File: config.mk
export PLATFORM = sky130hd
export DESIGN_NAME = soc_addr_decoder
export DESIGN_NICKNAME = d
export VERILOG_FILES = /design/src/rtl/soc_addr_decoder.sv
export SDC_FILE = /design/constraint.sdc
export NUM_CORES = 2
export LEC_CHECK = 0
export BUFFER_PORTS_ARGS = -buffer_cell sky130_fd_sc_hd__clkbuf_2
export CORE_ASPECT_RATIO = 1.25
export CORE_UTILIZATION = 53
export CTS_CLUSTER_DIAMETER = 60
export DETAILED_ROUTE_END_ITERATION = 12
export HOLD_SLACK_MARGIN = 0.03
export PLACE_DENSITY = 0.72
export SETUP_SLACK_MARGIN = 0.3
export SLEW_MARGIN = 20
export SYNTH_ARGS = -nofsm -noshare
export SYNTH_HDL_FRONTEND = slang
export SYNTH_SLANG_ARGS = --single-unit
File: constraint.sdc
create_clock -name clk_i -period 4.9 [get_ports clk_i]
set_clock_uncertainty 0.1 [all_clocks]
set_input_delay 0.98 -clock clk_i [delete_from_list [all_inputs] [get_ports clk_i]]
set_output_delay 0.98 -clock clk_i [all_outputs]
set_load 0.005 [all_outputs]
File: src/rtl/soc_addr_decoder.sv
// rtl/soc_addr_decoder.sv - runtime-programmable rule-table address decoder with 2-stage lookup pipeline
module soc_addr_decoder #(
   parameter int unsigned NumRules  = 9,
   parameter int unsigned AddrWidth = 64,
   parameter int unsigned IdxWidth  = (NumRules > 1) ? $clog2(NumRules) : 1,
   // Index 0 is the last element of each concatenation (DRAM); index 8 is Debug.
   parameter logic [NumRules-1:0][AddrWidth-1:0] RstBase = {
      64'h0000_0000_0000_0000,   // 8 Debug
      64'h0000_0000_0001_0000,   // 7 ROM
      64'h0000_0000_0200_0000,   // 6 CLINT
      64'h0000_0000_0C00_0000,   // 5 PLIC
      64'h0000_0000_1000_0000,   // 4 UART
      64'h0000_0000_2000_0000,   // 3 SPI
      64'h0000_0000_3000_0000,   // 2 Ethernet
      64'h0000_0000_4000_0000,   // 1 GPIO
      64'h0000_0000_8000_0000    // 0 DRAM
   },
   parameter logic [NumRules-1:0][AddrWidth-1:0] RstLength = {
      64'h0000_0000_0000_1000,
      64'h0000_0000_0001_0000,
      64'h0000_0000_000C_0000,
      64'h0000_0000_03FF_FFFF,
      64'h0000_0000_0000_1000,
      64'h0000_0000_0080_0000,
      64'h0000_0000_0001_0000,
      64'h0000_0000_0000_1000,
      64'h0000_0000_4000_0000
   }
) (
   input  logic                 clk_i,
   input  logic                 rst_i,
   input  logic                 req_valid_i,
   output logic                 req_ready_o,
   input  logic [AddrWidth-1:0] req_addr_i,
   output logic                 resp_valid_o,
   input  logic                 resp_ready_i,
   output logic [IdxWidth-1:0]  resp_idx_o,
   output logic                 resp_hit_o,
   output logic                 resp_multi_o,
   input  logic                 cfg_we_i,
   input  logic [IdxWidth-1:0]  cfg_idx_i,
   input  logic [AddrWidth-1:0] cfg_base_i,
   input  logic [AddrWidth-1:0] cfg_len_i,
   input  logic                 cfg_lock_i,
   output logic                 cfg_locked_o,
   output logic                 cfg_err_o
);

   localparam logic [IdxWidth:0] NumRulesW = (IdxWidth + 1)'(NumRules);

   logic [AddrWidth-1:0] base_q [NumRules];
   logic [AddrWidth-1:0] len_q  [NumRules];
   logic                 locked_q;
   logic                 err_q;

   logic                 s1_valid_q;
   logic [NumRules-1:0]  s1_vec_q;
   logic                 s2_valid_q;
   logic [IdxWidth-1:0]  s2_idx_q;
   logic                 s2_hit_q;
   logic                 s2_multi_q;

   logic                 s1_adv;
   logic                 s2_adv;
   logic                 idx_ok;
   logic                 wr_ok;
   logic [NumRules-1:0]  match_vec;
   logic [IdxWidth-1:0]  enc_idx;
   logic                 enc_hit;
   logic                 enc_multi;

   assign s2_adv      = !s2_valid_q || resp_ready_i;
   assign s1_adv      = !s1_valid_q || s2_adv;
   assign req_ready_o = s1_adv;

   assign idx_ok = ({1'b0, cfg_idx_i} < NumRulesW);
   assign wr_ok  = cfg_we_i && !locked_q && idx_ok;

   // End address is formed one bit wider so regions touching the top of space never wrap.
   always_comb begin
      match_vec = '0;
      for (int i = 0; i < NumRules; i++) begin
         match_vec[i] = (len_q[i] != '0)
                     && (req_addr_i >= base_q[i])
                     && ({1'b0, req_addr_i} < ({1'b0, base_q[i]} + {1'b0, len_q[i]}));
      end
   end

   always_comb begin
      enc_idx   = '0;
      enc_hit   = 1'b0;
      enc_multi = 1'b0;
      for (int i = 0; i < NumRules; i++) begin
         if (s1_vec_q[i]) begin
            if (enc_hit) begin
               enc_multi = 1'b1;
            end else begin
               enc_idx = IdxWidth'(i);
            end
            enc_hit = 1'b1;
         end
      end
   end

   always_ff @(posedge clk_i) begin
      if (rst_i) begin
         for (int i = 0; i < NumRules; i++) begin
            base_q[i] <= RstBase[i];
            len_q[i]  <= RstLength[i];
         end
         locked_q   <= 1'b0;
         err_q      <= 1'b0;
         s1_valid_q <= 1'b0;
         s1_vec_q   <= '0;
         s2_valid_q <= 1'b0;
         s2_idx_q   <= '0;
         s2_hit_q   <= 1'b0;
         s2_multi_q <= 1'b0;
      end else begin
         err_q <= cfg_we_i && (locked_q || !idx_ok);
         if (cfg_lock_i) begin
            locked_q <= 1'b1;
         end
         // Uses the pre-edge lock, so a write paired with the lock request still lands.
         if (wr_ok) begin
            base_q[cfg_idx_i] <= cfg_base_i;
            len_q[cfg_idx_i]  <= cfg_len_i;
         end
         if (s1_adv) begin
            s1_valid_q <= req_valid_i;
            if (req_valid_i) begin
               s1_vec_q <= match_vec;
            end
         end
         if (s2_adv) begin
            s2_valid_q <= s1_valid_q;
            if (s1_valid_q) begin
               s2_idx_q   <= enc_idx;
               s2_hit_q   <= enc_hit;
               s2_multi_q <= enc_multi;
            end
         end
      end
   end

   assign resp_valid_o = s2_valid_q;
   assign resp_idx_o   = s2_idx_q;
   assign resp_hit_o   = s2_hit_q;
   assign resp_multi_o = s2_multi_q;
   assign cfg_locked_o = locked_q;
   assign cfg_err_o    = err_q;

endmodule
==> metrics.csv <==
stage,metric,value,unit
power_and_ir_drop,switch share,32.9,%
worst_setup_path,data required time of the critical path,5.55,ns
worst_setup_path,Reg2Reg Depth,22,
power_and_ir_drop,sequential power share,35.3,%
synth,Syn Inst Count,11000,
synth,Netlist cell types,101,
clock_network,cts hold-fix bufs,0,
power_and_ir_drop,Leak Pwr,60.1,nW
power_and_ir_drop,switching pwr,0.0110,W
worst_setup_path,CP max stage delay,0.55,ns
route,drt pass-1 iters,6,
sta,achievable frequency,183,MHz
worst_setup_path,Top delay family on crit path,compound AO/OA/AOI/OAI gates,
power_and_ir_drop,Pwr Total,0.0334,W
sta,RSZ-0062 raised after global routing,true,
route,routed vias,96600,
clock_network,CTS buffer count,151,
sta,Final Hold Viols,0,
worst_setup_path,CP endpoint kind,register,
worst_setup_path,reg2reg end,s1_vec_q[7],
run,max cap viols,0,
worst_setup_path,total stage count of the critical path,22,
worst_setup_path,Worst R2R Setup Slack,-0.56,ns
worst_setup_path,critical path peak fanout,4,
placed_design,number of port buffers,211,
synth,"EDFF count, synth",1152,
route,WL final,423000,um
outcome,failing checks,setup timing,
power_and_ir_drop,logic gate share of total power,30.2,%
sta,Final setup viols,9,
min_path,Hold WC Path Type,primary input to register,
final_layout,share of cells above drive strength 1,21.9,%
final_layout,final core occ,66.6,%
global_routing,initial antenna violation count,25,
power_and_ir_drop,internal power,0.0224,W
clock_network,worst-case clock buffer depth,3,
final_layout,P&R area growth vs syn,24.7,%
worst_setup_path,CP cell instances,"ha_1, a211oi_2, nor4_2, or4_4, nand4_1, a21oi_2, a31o_2, o22ai_1, buf_4, a22o_1, o21ai_1, a31oi_1, xor2_1, ha_1, a21o_1, a21oi_1, nor2b_1, a2111oi_2, buf_4, nand4_1, o221a_4, a21oi_2",
global_routing,GRT Util Overall,41.4,%
floorplan,# rows,181,
outcome,run status,finished with violations,
clock_network,Clk Tree Root Cell,clkbuf_16,
synth,Mean Syn Cell Area,9.47,um2
clock_network,clock sinks,1171,
worst_setup_path,Crit. Startpoint,len_q[7][2],
clock_network,CTS H-tree depth,4,
worst_setup_path,WS Path Type,register to register,
synth,"Seq/Total Area, Yosys",33.6,%
clock_network,CTS tree,built,
route,WL/cell,27.1,um
clock_network,insertion delay of the later-clocked pin in the worst-skew pair,0.82,ns
worst_setup_path,Bufs and invs on worst path,2,
sta,Final WS setup,-0.559,ns
worst_setup_path,Worst R2R Start,len_q[7][2],
placed_design,Post-DP HPWL,339000,um
worst_setup_path,Critical Path Sink,s1_vec_q[7],
floorplan,core area,195000,um2
global_routing,largest net degree at the start of global routing,129,
synth,Yosys warning count,0,
synth,Seq cells post-synth,1171,
clock_network,clk slew on worst S/H paths,0.06,ns
floorplan,Initial Utilization,53.4,%
sta,Slew @ Worst Pin,1.28,ns
sta,Slew Limit Fails,0,
route,Routed Antenna Nets,0,
power_and_ir_drop,pwr dens,257,nW/um2
route,DR iter-0 viols,9733,
synth,ys flop type,edfxtp_1,
power_and_ir_drop,Peak VDD IR,0.365,mV
synth,Post-Syn Nets,12900,
worst_setup_path,CP max stage cell,or4_4,
sta,final worst-path cycle share,111,%
global_routing,vias in the first global route,93800,
sta,crit path time final,5.46,ns
sta,Slew headroom,13.8,%
floorplan,die height,498,um
worst_setup_path,CP Launch Type,register,
global_routing,first-pass GRT wire length,605000,um
synth,Post-synth ARST share,0,%
final_layout,nets,14900,
final_layout,Non-Filler Instances,15600,
floorplan,Die ar.,198000,um2
synth,synthesized cell area,104000,um2
power_and_ir_drop,part of the power in the clock network,34.5,%
floorplan,I/O pin cnt,212,
route,DRC Markers,0,
floorplan,Die W,399,um
route,detailed-route vias per instance,6.18,
placed_design,gp weighted congestion,1.04,
placed_design,placed insts,15200,
worst_setup_path,"Arr. time, crit path",6.11,ns
global_routing,GR Overflow Total,0,
[routing by layer]
metal | GRT usage [%] | wire [um] | up-vias
li1 | - | - | 44700
met2 | 64.2 | 185000 | 4521
met5 | 0 | 34 | -
met3 | 7.00 | 34100 | 1424
met4 | 31.9 | 40100 | 6
met1 | 51.2 | 164000 | 46000
[cell families (layout without fill, tap and decap cells)]
group | count (synthesis) | in the layout | synth area share (%)
adder cells (fa/ha/maj) | 1729 | 1729 | 20.8
multiplexers | 3 | 3 | 0.0300
AO/OA/AOI/OAI | 2981 | 2981 | 18.5
XOR/XNOR | 536 | 536 | 4.51
flip-flops | 1171 | 1171 | 33.6
other | 0 | 20 | 0
buffers and inverters | 1103 | 3162 | 4.04
AND/OR/NAND/NOR | 3482 | 3482 | 18.5
[worst min path at each step]
stage	from	to	slack, ns	depth (start not counted)
after global routing	req_valid_i	s1_valid_q	0.30	3
final	req_valid_i	s1_valid_q	0.30	3
after global placement	resp_idx_o[2]	resp_idx_o[2]	0.35	2
after CTS	req_valid_i	s1_valid_q	0.26	3
after floorplan	resp_idx_o[1]	resp_idx_o[1]	0.35	2
after detailed placement	resp_idx_o[2]	resp_idx_o[2]	0.36	2
[placed cells by master, fill, tap and decap left out, types with 171 or more instances in the layout]
cell type  count
nor4_1       171
nand4_1      356
nand3_1      172
a21oi_1      841
edfxtp_1    1152
a21o_1       712
nor2_1       418
clkbuf_2     211
inv_1        730
and2_1      1142
xnor2_1      275
o21ai_0      437
xor2_1       259
nand2_1      495
ha_1        1681
buf_4       1873
[Yosys cell counts (187+ instances only)]
library cell / n / area share (%)
a21o_1: 713 / 5.1
a21oi_1: 915 / 4.4
and2_1: 1143 / 6.9
clkbuf_1: 328 / 1.2
edfxtp_1: 1152 / 33
ha_1: 1719 / 21
inv_1: 739 / 2.7
nand2_1: 502 / 1.8
nand4_1: 356 / 2.1
nor2_1: 430 / 1.5
nor4_1: 187 / 1.1
o21ai_0: 498 / 2.4
xnor2_1: 277 / 2.3
xor2_1: 259 / 2.2
[area by class of cell]
cell class              instances  area [um2]
repair buffers               2144       16100
flip-flops and latches       1171       35000
clock buffers                 169        3930
well taps                    2562        3210
multi-input cells            8731       67700
clock inverters               110        1120
diodes                         20        50.0
inverters                     739        2770
fillers                     15700       65100
[metrics by stage]
step           setup TNS, ns  setup WS [ns]  hold slack [ns]  instance area, um2
2_1_floorplan              0          0.298            0.348              104000
3_3_place_gp           -5.10          -1.42            0.345              121000
3_5_place_dp           -5.80          -1.31            0.355              121000
4_1_cts               -0.994         -0.233            0.258              129000
5_1_grt                -3.71         -0.626            0.298              130000
6_report               -2.04         -0.559            0.298              130000
[tightest hold or removal path: stages]
cell,delay [ns]
clkbuf_2,0.11
a21oi_1,0.04
nor2_1,0.07
[timing repair]
item,CTS,global route
pin swaps,202,201
gates cloned,0,0
gates resized for setup,359,164
setup endpoints to repair,9,9
setup buffers,92,54
[flip-flops by register name (all words and copies together), names as in the netlist]
signal	flops
base_q	576
resp_valid_o	1
cfg_err_o	1
resp_multi_o	1
resp_idx_o	4
len_q	576
s1_valid_q	1
s1_vec_q	9
resp_hit_o	1
cfg_locked_o	1
[power by group through the flow]
stage	Clock, W	Combinational (W)	Sequential [W]
final	0.0115	0.0101	0.0118
after detailed placement	0	0.00929	0.0120
after floorplan	0	0.00528	0.0118
after CTS	0.0116	0.00969	0.0118
after global placement	0	0.00903	0.0120
after global routing	0.0119	0.0109	0.0118
No activity file was read; power rests on OpenSTA's default activity.
